File: config.mk
export PLATFORM = sky130hd
export DESIGN_NAME = split_arbiter
export DESIGN_NICKNAME = d
export VERILOG_FILES = /design/src/rtl/bus_pkg.sv /design/src/rtl/hold_timer.sv /design/src/rtl/split_arbiter.sv
export SDC_FILE = /design/constraint.sdc
export NUM_CORES = 1
export LEC_CHECK = 0
export CORE_AREA = 5 5 75 77
export CTS_CLUSTER_DIAMETER = 100
export DETAILED_ROUTE_END_ITERATION = 10
export DIE_AREA = 0 0 80 82
export SYNTH_ARGS = -nofsm -noshare
export SYNTH_HDL_FRONTEND = slang
export SYNTH_SLANG_ARGS = --single-unit
export TNS_END_PERCENT = 30
File: constraint.sdc
create_clock -name clk -period 1.7 [get_ports clk]
set_input_delay 0.34 -clock clk [delete_from_list [all_inputs] [get_ports clk]]
set_output_delay 0.34 -clock clk [all_outputs]
set_load 0.02 [all_outputs]
File: src/rtl/bus_pkg.sv
// Shared definitions for the split-capable bus arbiter.
package bus_pkg;

    localparam int SLAVE_LEN_DEF = 2;

    localparam logic [1:0] SEL_S1      = 2'b00;
    localparam logic [1:0] SEL_S2      = 2'b01;
    localparam logic [1:0] SEL_S3      = 2'b10;
    localparam logic [1:0] SEL_INVALID = 2'b11;

    typedef enum logic [1:0] {
        ST_IDLE   = 2'd0,
        ST_GRANT1 = 2'd1,
        ST_GRANT2 = 2'd2
    } arb_state_t;

    typedef enum logic {
        MST_1 = 1'b0,
        MST_2 = 1'b1
    } master_t;

    // Split request of the addressed slave; the invalid code never splits.
    function automatic logic split_hit(input logic [2:0] split_en, input logic [1:0] sel);
        logic hit;
        hit = 1'b0;
        case (sel)
            SEL_S1:  hit = split_en[0];
            SEL_S2:  hit = split_en[1];
            SEL_S3:  hit = split_en[2];
            default: hit = 1'b0;
        endcase
        return hit;
    endfunction

endpackage

File: src/rtl/hold_timer.sv
// Saturating grant-hold counter; expired flags the last permitted grant cycle.
module hold_timer #(
    parameter int MAX_HOLD = 255,
    parameter int CNT_W    = $clog2(MAX_HOLD + 1)
) (
    input  logic clk,
    input  logic reset,
    input  logic clear,
    input  logic enable,
    output logic expired
);

    localparam logic [CNT_W-1:0] CNT_MAX  = CNT_W'(MAX_HOLD);
    localparam logic [CNT_W-1:0] CNT_LAST = CNT_W'(MAX_HOLD - 1);

    logic [CNT_W-1:0] count;

    // Count grant cycles from zero, holding at MAX_HOLD instead of wrapping.
    always_ff @(posedge clk or posedge reset) begin
        if (reset) begin
            count <= '0;
        end else if (clear) begin
            count <= '0;
        end else if (enable && (count != CNT_MAX)) begin
            count <= count + CNT_W'(1);
        end
    end

    // count is zero in the first grant cycle, so MAX_HOLD-1 marks cycle MAX_HOLD.
    assign expired = (count >= CNT_LAST);

endmodule

File: src/rtl/split_arbiter.sv
// Two-master bus arbiter with split-transaction support and grant timeout.
//
//   state     | meaning
//   ----------+----------------------------------------------------------
//   ST_IDLE   | no grant; one cycle to register the winner, next to grant
//   ST_GRANT1 | master 1 owns the bus, held until done/split/timeout
//   ST_GRANT2 | master 2 owns the bus, held until done/split/timeout
module split_arbiter
    import bus_pkg::*;
#(
    parameter int SLAVE_LEN = SLAVE_LEN_DEF,
    parameter int MAX_HOLD  = 255
) (
    input  logic                 clk,
    input  logic                 reset,
    input  logic                 m1_request,
    input  logic                 m2_request,
    input  logic [SLAVE_LEN-1:0] m1_slave_sel,
    input  logic [SLAVE_LEN-1:0] m2_slave_sel,
    input  logic                 trans_done,
    input  logic [2:0]           split_en,
    output logic                 m1_grant,
    output logic                 m2_grant,
    output logic [SLAVE_LEN-1:0] grant_slave_sel,
    output logic                 bus_busy,
    output logic                 arbiter_busy,
    output logic                 timeout
);

    localparam logic [SLAVE_LEN-1:0] SEL_BAD = SLAVE_LEN'(SEL_INVALID);

    arb_state_t             state, next_state;

    logic                   pick_valid;
    master_t                pick_mst;
    logic [SLAVE_LEN-1:0]   pick_sel;
    logic                   pick_resume;

    logic                   resumed;
    master_t                last_mst;

    logic                   split_pending;
    master_t                split_mst;
    logic [SLAVE_LEN-1:0]   split_slave;

    logic                   m1_elig, m2_elig, resumable;
    logic                   arb_req, arb_resume;
    master_t                arb_mst;
    logic [SLAVE_LEN-1:0]   arb_sel;

    logic                   enter_grant, rel_done, rel_split, rel_timeout;
    logic                   hold_expired;
    master_t                cur_mst;

    assign cur_mst      = (state == ST_GRANT2) ? MST_2 : MST_1;
    assign arbiter_busy = split_pending;
    assign timeout      = rel_timeout;

    hold_timer #(
        .MAX_HOLD (MAX_HOLD)
    ) u_hold_timer (
        .clk     (clk),
        .reset   (reset),
        .clear   (enter_grant),
        .enable  (state != ST_IDLE),
        .expired (hold_expired)
    );

    // Eligibility: never the invalid code, never the slave locked by a split.
    always_comb begin
        m1_elig   = m1_request && (m1_slave_sel != SEL_BAD) &&
                    !(split_pending && (m1_slave_sel == split_slave));
        m2_elig   = m2_request && (m2_slave_sel != SEL_BAD) &&
                    !(split_pending && (m2_slave_sel == split_slave));
        resumable = split_pending && !split_hit(split_en, split_slave[1:0]) &&
                    ((split_mst == MST_1) ? m1_request : m2_request);
    end

    // Winner selection: resumed split first, then round-robin on a tie.
    always_comb begin
        arb_req    = 1'b0;
        arb_mst    = MST_1;
        arb_sel    = m1_slave_sel;
        arb_resume = 1'b0;
        if (resumable) begin
            arb_req    = 1'b1;
            arb_mst    = split_mst;
            arb_sel    = split_slave;
            arb_resume = 1'b1;
        end else if (m1_elig && m2_elig) begin
            arb_req = 1'b1;
            if (last_mst == MST_1) begin
                arb_mst = MST_2;
                arb_sel = m2_slave_sel;
            end
        end else if (m1_elig) begin
            arb_req = 1'b1;
        end else if (m2_elig) begin
            arb_req = 1'b1;
            arb_mst = MST_2;
            arb_sel = m2_slave_sel;
        end
    end

    // Next state; trans_done beats split, split beats timeout.
    always_comb begin
        next_state  = state;
        enter_grant = 1'b0;
        rel_done    = 1'b0;
        rel_split   = 1'b0;
        rel_timeout = 1'b0;
        case (state)
            ST_IDLE: begin
                if (pick_valid) begin
                    enter_grant = 1'b1;
                    next_state  = (pick_mst == MST_2) ? ST_GRANT2 : ST_GRANT1;
                end
            end
            ST_GRANT1, ST_GRANT2: begin
                if (trans_done) begin
                    rel_done   = 1'b1;
                    next_state = ST_IDLE;
                end else if (split_hit(split_en, grant_slave_sel[1:0]) && !split_pending) begin
                    rel_split  = 1'b1;
                    next_state = ST_IDLE;
                end else if (hold_expired) begin
                    rel_timeout = 1'b1;
                    next_state  = ST_IDLE;
                end
            end
            default: next_state = ST_IDLE;
        endcase
    end

    // State and registered grant outputs.
    always_ff @(posedge clk or posedge reset) begin
        if (reset) begin
            state    <= ST_IDLE;
            m1_grant <= 1'b0;
            m2_grant <= 1'b0;
            bus_busy <= 1'b0;
        end else begin
            state    <= next_state;
            m1_grant <= (next_state == ST_GRANT1);
            m2_grant <= (next_state == ST_GRANT2);
            bus_busy <= (next_state != ST_IDLE);
        end
    end

    // Requests are sampled only in IDLE, so a request dropped with trans_done is never stale.
    always_ff @(posedge clk or posedge reset) begin
        if (reset) begin
            pick_valid  <= 1'b0;
            pick_mst    <= MST_1;
            pick_sel    <= '0;
            pick_resume <= 1'b0;
        end else begin
            pick_valid <= (state == ST_IDLE) && !pick_valid && arb_req;
            if ((state == ST_IDLE) && !pick_valid) begin
                pick_mst    <= arb_mst;
                pick_sel    <= arb_sel;
                pick_resume <= arb_resume;
            end
        end
    end

    // Routed slave, resume marker and round-robin history.
    always_ff @(posedge clk or posedge reset) begin
        if (reset) begin
            grant_slave_sel <= '0;
            resumed         <= 1'b0;
            last_mst        <= MST_2;
        end else begin
            if (enter_grant) begin
                grant_slave_sel <= pick_sel;
                resumed         <= pick_resume;
            end
            if (rel_done || rel_split || rel_timeout) begin
                last_mst <= cur_mst;
            end
        end
    end

    // Split record: set on a first split, cleared only when the resumed master completes.
    always_ff @(posedge clk or posedge reset) begin
        if (reset) begin
            split_pending <= 1'b0;
            split_mst     <= MST_1;
            split_slave   <= '0;
        end else if (rel_split) begin
            split_pending <= 1'b1;
            split_mst     <= cur_mst;
            split_slave   <= grant_slave_sel;
        end else if (rel_done && resumed) begin
            split_pending <= 1'b0;
        end
    end

endmodule

==> results of run 1 <==
==> timing repair <==
item / CTS / global route
endpoints found under the setup margin: 13 / 11
gates resized for setup: 21 / 13
pin swaps: 3 / 3
setup buffers: 0 / 3
hold endpoints to repair: 0 / 0
==> final timing paths <==
kind                       depth (start not counted)                    end  slack, ns
max reg2reg                                        6              split_mst          0
min                                                3  u_hold_timer.count[1]       0.41
min in group clk                                   2            pick_resume       0.50
min reg2reg                                        2            pick_resume       0.50
max                                                5                timeout      -0.07
max in group asynchronous                          3               last_mst       0.98
==> per-stage QoR <==
step / hold slack [ns] / instance area (um^2) / setup slack (ns)
floorplan: 0.379 / 1640 / -0.0860
global placement: 0.464 / 2170 / -0.596
detailed placement: 0.486 / 2170 / -0.586
CTS: 0.421 / 2230 / -0.0860
global route: 0.504 / 2290 / -0.166
finish: 0.412 / 2290 / -0.0666
==> layout by cell type (no fill, tap or decap), types with 2 or more instances in the layout <==
cell	instances
mux2i_1	7
nand3_1	5
mux2_2	7
inv_1	7
o31ai_1	4
dfrtp_1	23
nor3b_1	3
o21ai_1	4
o21ai_0	12
nand2_1	21
nor3_1	2
ha_1	4
dfrtp_2	2
o221a_2	2
nor2_1	9
a2bb2oi_2	2
dlymetal6s2s_1	2
clkbuf_8	3
nor2b_1	3
a21oi_1	6
buf_4	45
o31ai_2	2
dlygate4sd2_1	9
a31oi_1	8
nand2b_1	4
clkdlybuf4s50_1	6
o211ai_1	2
==> power by group through the flow <==
stage	logic [W]	registers, W	clock network [W]
after CTS	0.00164	0.00106	0.000365
final	0.00175	0.00105	0.000351
after global placement	0.00162	0.00106	0
after floorplan	0.000963	0.00107	0
after detailed placement	0.00164	0.00106	0
after global routing	0.00194	0.00108	0.000382
==> area by class of cell <==
type                       instances  area (um^2)  share of cell area, %
clock buffer                       4         45.0                   1.97
tap                               70         87.6                   3.82
sequential                        26          654                   28.6
timing repair buffer              62          502                   21.9
inverter                           7         26.3                   1.15
multi-input combinational        135          976                   42.6
==> worst max-delay path: stages, from the launching register on <==
cell	delay (ns)
dfrtp_1	0.40
buf_4	0.16
o22a_1	0.20
nor2_2	0.17
nor3b_2	0.06
buf_4	0.16
==> cells by family after synthesis <==
| family | synth area share (%) |
|---|---|
| compound gates | 22.6 |
| fa+ha+maj | 3.82 |
| buf+inv | 4.28 |
| flops | 39.8 |
| mux | 9.70 |
| simple gates | 19.8 |
==> sequential cells by signal (all words and copies together), names as in the netlist, 2 cells and up <==
name	count
split_slave	2
state	2
grant_slave_sel	2
u_hold_timer.count	8
pick_sel	2
==> routing by layer <==
layer / track usage [%] / vias up
met3: 1.86 / 4
met5: 0 / -
met4: 3.04 / 0
li1: - / 764
met1: 17.2 / 738
met2: 21.9 / 17
==> impl_summary.log, run 1 <==
[metrics] result of the run: finished with violations
[metrics] violations in the final reports: negative setup slack
[metrics] largest fanout of any net on the critical path: 4
[metrics] commonest register cell after synthesis: dfrtp_1
[metrics] final standard cell count with taps included and fillers excluded: 304
[metrics] switching part of the total: 38.8%
[metrics] Final #Nets: approximately 250
[metrics] count leader, synth: dfrtp_1
[metrics] port bufs: 18
[metrics] number of nets produced by synthesis: 191
[metrics] proportion of netlist area held by the largest area contributor: 38.2%
[metrics] CP endpoint kind: output pin
[metrics] length of routed met2 wiring: 1.89 mm
[metrics] post-route clock period utilization: 104%
[metrics] clock sink total: 26
[metrics] Finish-stage setup viols: 2
[metrics] maximum level of the CTS H-tree: 1
[metrics] top area cells in the synthesized netlist: dfrtp_1, mux2i_1, o21ai_0, mux2_2, nand2_1
[metrics] length of routed met3 wiring: 102 um
[metrics] type of element launching the critical path: flop
[metrics] length of the first detailed-routing pass in iterations: 6
[metrics] count of max-cap constraint violations: 0
[metrics] DIE AREA: 6560 um^2
[metrics] critical path data required time: 1.36 ns
[metrics] switching power: 0.00123 W
[metrics] initial standard-cell utilization of the core: 33.1%
[metrics] Comb power frac: 55.6%
[metrics] WL met1: 1.92 mm
[metrics] detailed-route DRC error count: 0
[metrics] slew at the pin with the worst max-slew slack: between 0.3 and 0.4 ns
[metrics] worst setup path class: flop to output pin
[metrics] Placed Cells: between 200 and 300
[metrics] pin count of the biggest net entering global routing: 27
[metrics] post-DR wirelength/cell: 13.0 um
[metrics] RSZ-0062 raised after global routing: yes
[metrics] normalized max-slew margin: 78.2%
[metrics] Final Util: roughly 46%
[metrics] weighted congestion reported at the end of routability-driven placement: 0.798
[metrics] setup clock skew after layout: 0.00562 ns
[metrics] Async SR Flop Fraction: 100%
[metrics] internal power of the cells: about 0.0019 W
[metrics] antenna-violating nets left: 0
[metrics] Power per Cell Area: ~1400 nW/um^2
[metrics] clock network latency to the later pin of the worst-skew pair: between 0.2 and 0.3 ns
[metrics] synthesized instance count: 174
[metrics] number of antenna violations at the first check in global routing: 0
[metrics] share of layout cells above drive strength 1: between 30% and 40%
[metrics] total congestion overflow after global routing: 0
[metrics] global-route total usage across every layer: 12.8%
[metrics] first-pass GRT wire length: 6.83 mm
[metrics] final antenna diode count: 0
[metrics] part of the total power dissipated in sequential elements: 33.3%
[metrics] CTS tree: yes
[metrics] IO Pins: 19
[metrics] Fillers: 502
[metrics] root buffer cell: clkbuf_8
[metrics] Max clock buf depth: 2
[metrics] clock-pin slew on the worst setup and hold paths: 0.09 ns
[metrics] hold buffers post-CTS: 0
[metrics] vertical die dimension: a little over 80 um
[metrics] start of the worst register-to-register path: grant_slave_sel[1]
[metrics] number of global-route vias before repair: around 1500
[metrics] post-layout minimum cycle time: ~1.8 ns
[metrics] relative area change from synthesis to final layout: 39.9%
[metrics] via count normalized by instance count: 5.01
[metrics] Hold Path Class: input pin to async pin
[metrics] total standard cell area after synthesis: 1640 um^2
[metrics] number of synthesized flops with an enable pin: 0
[metrics] Max Slew Vio Count: 0
[metrics] critical path data arrival time: 1.43 ns
[metrics] final-report hold violation count: 0
[metrics] final-layout setup total negative slack: -0.0672 ns
[metrics] highest metal layer with signal wires: met4
[metrics] routed wire length: 3.95 mm
[metrics] Achievable Freq: roughly 570 MHz
[metrics] number of buffers created by CTS: 3
[metrics] worst setup path startpoint: grant_slave_sel[1]
[metrics] number of warnings issued by yosys: 0
[metrics] most frequent cells after synthesis: dfrtp_1, nand2_1, o21ai_0
[metrics] core footprint: 4940 um^2
[metrics] Mean Syn Cell Area: 9.41 um^2
[metrics] count of vias placed by the detailed router: 1523
[metrics] Total Power: between 0.003 and 0.004 W
[metrics] setup slack of the critical path after layout: -0.0666 ns
[metrics] DP Wirelength: 3.04 mm
[metrics] Rows: 26
[metrics] number of distinct library cell variants in the gate-level netlist after synthesis: 46
[metrics] dominant cell type by area after synthesis: dfrtp_1
[metrics] Peak supply drop: 0.633 mV
[metrics] die boundary width: 80 um
[metrics] share of synthesized area occupied by flip-flops and latches: between 30% and 40%
[metrics] flops & latches, synth: 26
[metrics] leakage power: approximately 1.0 nW
[metrics] clock group share of total power: 11.1%
[metrics] starting DRC count in detailed routing: 61
Power figures use the tool's default switching activity.
==> run 2, diff against run 1 <==
CORE_AREA = 4 4 74 76   (was 5 5 75 77)
DIE_AREA = 0 0 78 80   (was 0 0 80 82)
GPL_ROUTABILITY_DRIVEN = 0   (was default)
==> run 2 against run 1 <==
Against the previous run: the run still ends with negative setup slack left; register-to-register slack barely moved; clock skew fell by 0.0045 ns; fmax fell by 1.7%; combinational power rose by 5%; worst hold slack improved by 0.0065 ns.
==> impl_summary.log, run 2 (synthesized netlist as in run 1, its figures left out) <==
[metrics] result of the run: finished with violations
[metrics] violations in the final reports: negative setup slack
[metrics] Total Power: 0.00335 W
[metrics] CP endpoint kind: output pin
[metrics] number of flip-flops in the largest register: 8
[metrics] worst path cell trace: and4_1, o2111ai_2, nor3b_2, buf_4
[metrics] Most flops, register: u_hold_timer.count
[metrics] Power per Cell Area: 1440 nW/um^2
[metrics] Achievable Freq: 556 MHz
[metrics] switching power: 0.00127 W
[metrics] Rows: 25
[metrics] largest incremental delay on the critical path: 0.35 ns
[metrics] relative area change from synthesis to final layout: 42.1%
[metrics] type of element launching the critical path: flop
[metrics] critical path data required time: 1.36 ns
[metrics] clock network latency to the later pin of the worst-skew pair: between 0.2 and 0.3 ns
[metrics] normalized max-slew margin: 79.1%
[metrics] worst setup path class: flop to output pin
[metrics] setup clock skew after layout: 0.00117 ns
[metrics] Final #Nets: 253
[metrics] switching part of the total: roughly 38%
[metrics] part of the total power dissipated in sequential elements: 29.8%
[metrics] number of buffers created by CTS: 3
[metrics] internal reg-to-reg setup slack: -0.01 ns
[metrics] worst setup path startpoint: u_hold_timer.count[7]
[metrics] total congestion overflow after global routing: 0
[metrics] slew at the pin with the worst max-slew slack: 0.309 ns
[metrics] count of vias placed by the detailed router: around 1500
[metrics] first-pass GRT wire length: 6.78 mm
[metrics] port bufs: 18
[metrics] total placed instance area: 2190 um^2
[metrics] number of cell instances on the worst register-to-register path: 6
[metrics] vertical die dimension: 80 um
[metrics] DIE AREA: 6240 um^2
[metrics] initial standard-cell utilization of the core: 34.7%
[metrics] number of global-route vias before repair: 1468
[metrics] final-report hold violation count: 0
[metrics] clock group share of total power: roughly 15%
[metrics] highest-delay cell along the critical path: dfrtp_1
[metrics] length of the first detailed-routing pass in iterations: 5
[metrics] CTS tree: yes
[metrics] most common cell after layout, fill and taps aside: buf_4
[metrics] number of antenna violations at the first check in global routing: 0
[metrics] share of layout cells above drive strength 1: 34.5%
[metrics] leakage power: roughly 1.0 nW
[metrics] Peak supply drop: 0.671 mV
[metrics] total buffers and inverters traversed by the critical path: 1
[metrics] start of the worst register-to-register path: grant_slave_sel[1]
[metrics] final antenna diode count: 0
[metrics] routed wire length: 4.04 mm
[metrics] clock sink total: 26
[metrics] critical path data arrival time: 1.46 ns
[metrics] DP Wirelength: 3.03 mm
[metrics] global-route total usage across every layer: 13.5%
[metrics] post-layout minimum cycle time: 1.80 ns
[metrics] setup slack of the critical path after layout: -0.0974 ns
[metrics] internal power of the cells: 0.00208 W
[metrics] count of max-cap constraint violations: 0
[metrics] post-route clock period utilization: 106%
[metrics] antenna-violating nets left: 0
[metrics] core footprint: 4720 um^2
[metrics] largest delay contributor family on the critical path: simple AND/OR/NAND/NOR gates
[metrics] largest fanout of any net on the critical path: 2
[metrics] Max clock buf depth: 2
[metrics] end of the worst register-to-register path: split_slave[1]
[metrics] die boundary width: 78 um
[metrics] highest-count cells in the layout ignoring fill and taps: buf_4, dfrtp_1, nand2_1
[metrics] Finish-stage setup viols: 5
[metrics] pin count of the biggest net entering global routing: 27
[metrics] Final Cell Area: 2330 um^2
[metrics] detailed-route DRC error count: 0
[metrics] IO Pins: 19
[metrics] post-DR wirelength/cell: 13.4 um
[metrics] worst setup slack before clock tree synthesis: -0.602 ns
[metrics] Hold Path Class: input pin to async pin
[metrics] RSZ-0062 raised after global routing: yes
[metrics] via count normalized by instance count: 5.09
[metrics] starting DRC count in detailed routing: 69
[metrics] maximum level of the CTS H-tree: 1
[metrics] Comb power frac: 54.9%
[metrics] clock-pin slew on the worst setup and hold paths: 0.09 ns
[metrics] root buffer cell: clkbuf_8
[metrics] Max Slew Vio Count: 0
## run 2: metrics by stage
step	instances	util, %	hold WS [ns]	setup TNS, ns
after floorplan	174	-	0.379	-0.258
after detailed placement	296	46.3	0.491	-5.30
after CTS	300	47.7	0.433	-0.199
after global routing	302	49.3	0.457	-0.702
final	302	49.3	0.419	-0.132
after global placement	296	46.3	0.464	-4.96
## run 2: metal layers
layer  part of all wire, %  global-route usage, %
met1                    49                   18.0
met2                    46                   22.9
met3                   4.0                   3.05
met4                  0.57                   2.10
met5                     0                      0
## run 2: worst max-delay path by stage
stage / end / slack, ns / cells after the start
6_report: timeout / -0.1 / 4
5_1_grt: timeout / -0.20 / 5
4_1_cts: timeout / -0.11 / 5
3_5_place_dp: timeout / -0.60 / 6
3_3_place_gp: timeout / -0.61 / 6
2_1_floorplan: split_mst / -0.09 / 5
## run 2: worst reg2reg max path: cells and delay by family (launching register included)
kind | cells | cell delay, ns
flops | 1 | 0.40
mux | 2 | 0.46
compound gates | 1 | 0.25
buf+inv | 1 | 0.16
simple gates | 2 | 0.33
## run 2: power groups by stage
stage / Clock [W] / Sequential (W) / Combinational, W
after detailed placement: 0 / 0.00104 / 0.00169
after global routing: 0.000550 / 0.00103 / 0.00203
after floorplan: 0 / 0.00107 / 0.000963
final: 0.000511 / 0.000998 / 0.00184
after CTS: 0.000527 / 0.00103 / 0.00167
after global placement: 0 / 0.00103 / 0.00167
## run 2: area by class of cell
cell class              instances  area [um^2]
fillers                       460         2400
clock buffers                   3         41.3
clock inverters                 1         30.0
inverters                       7         26.3
multi-input cells             135          992
well taps                      67         83.8
flip-flops and latches         26          654
repair buffers                 63          499
## run 2: timing repair
action | in CTS | in global routing
endpoints found under the setup margin | 14 | 12
cloned | 0 | 0
setup buffers | 0 | 2
pin swaps | 4 | 3
hold buffers | 0 | 0
gates resized for setup | 22 | 12
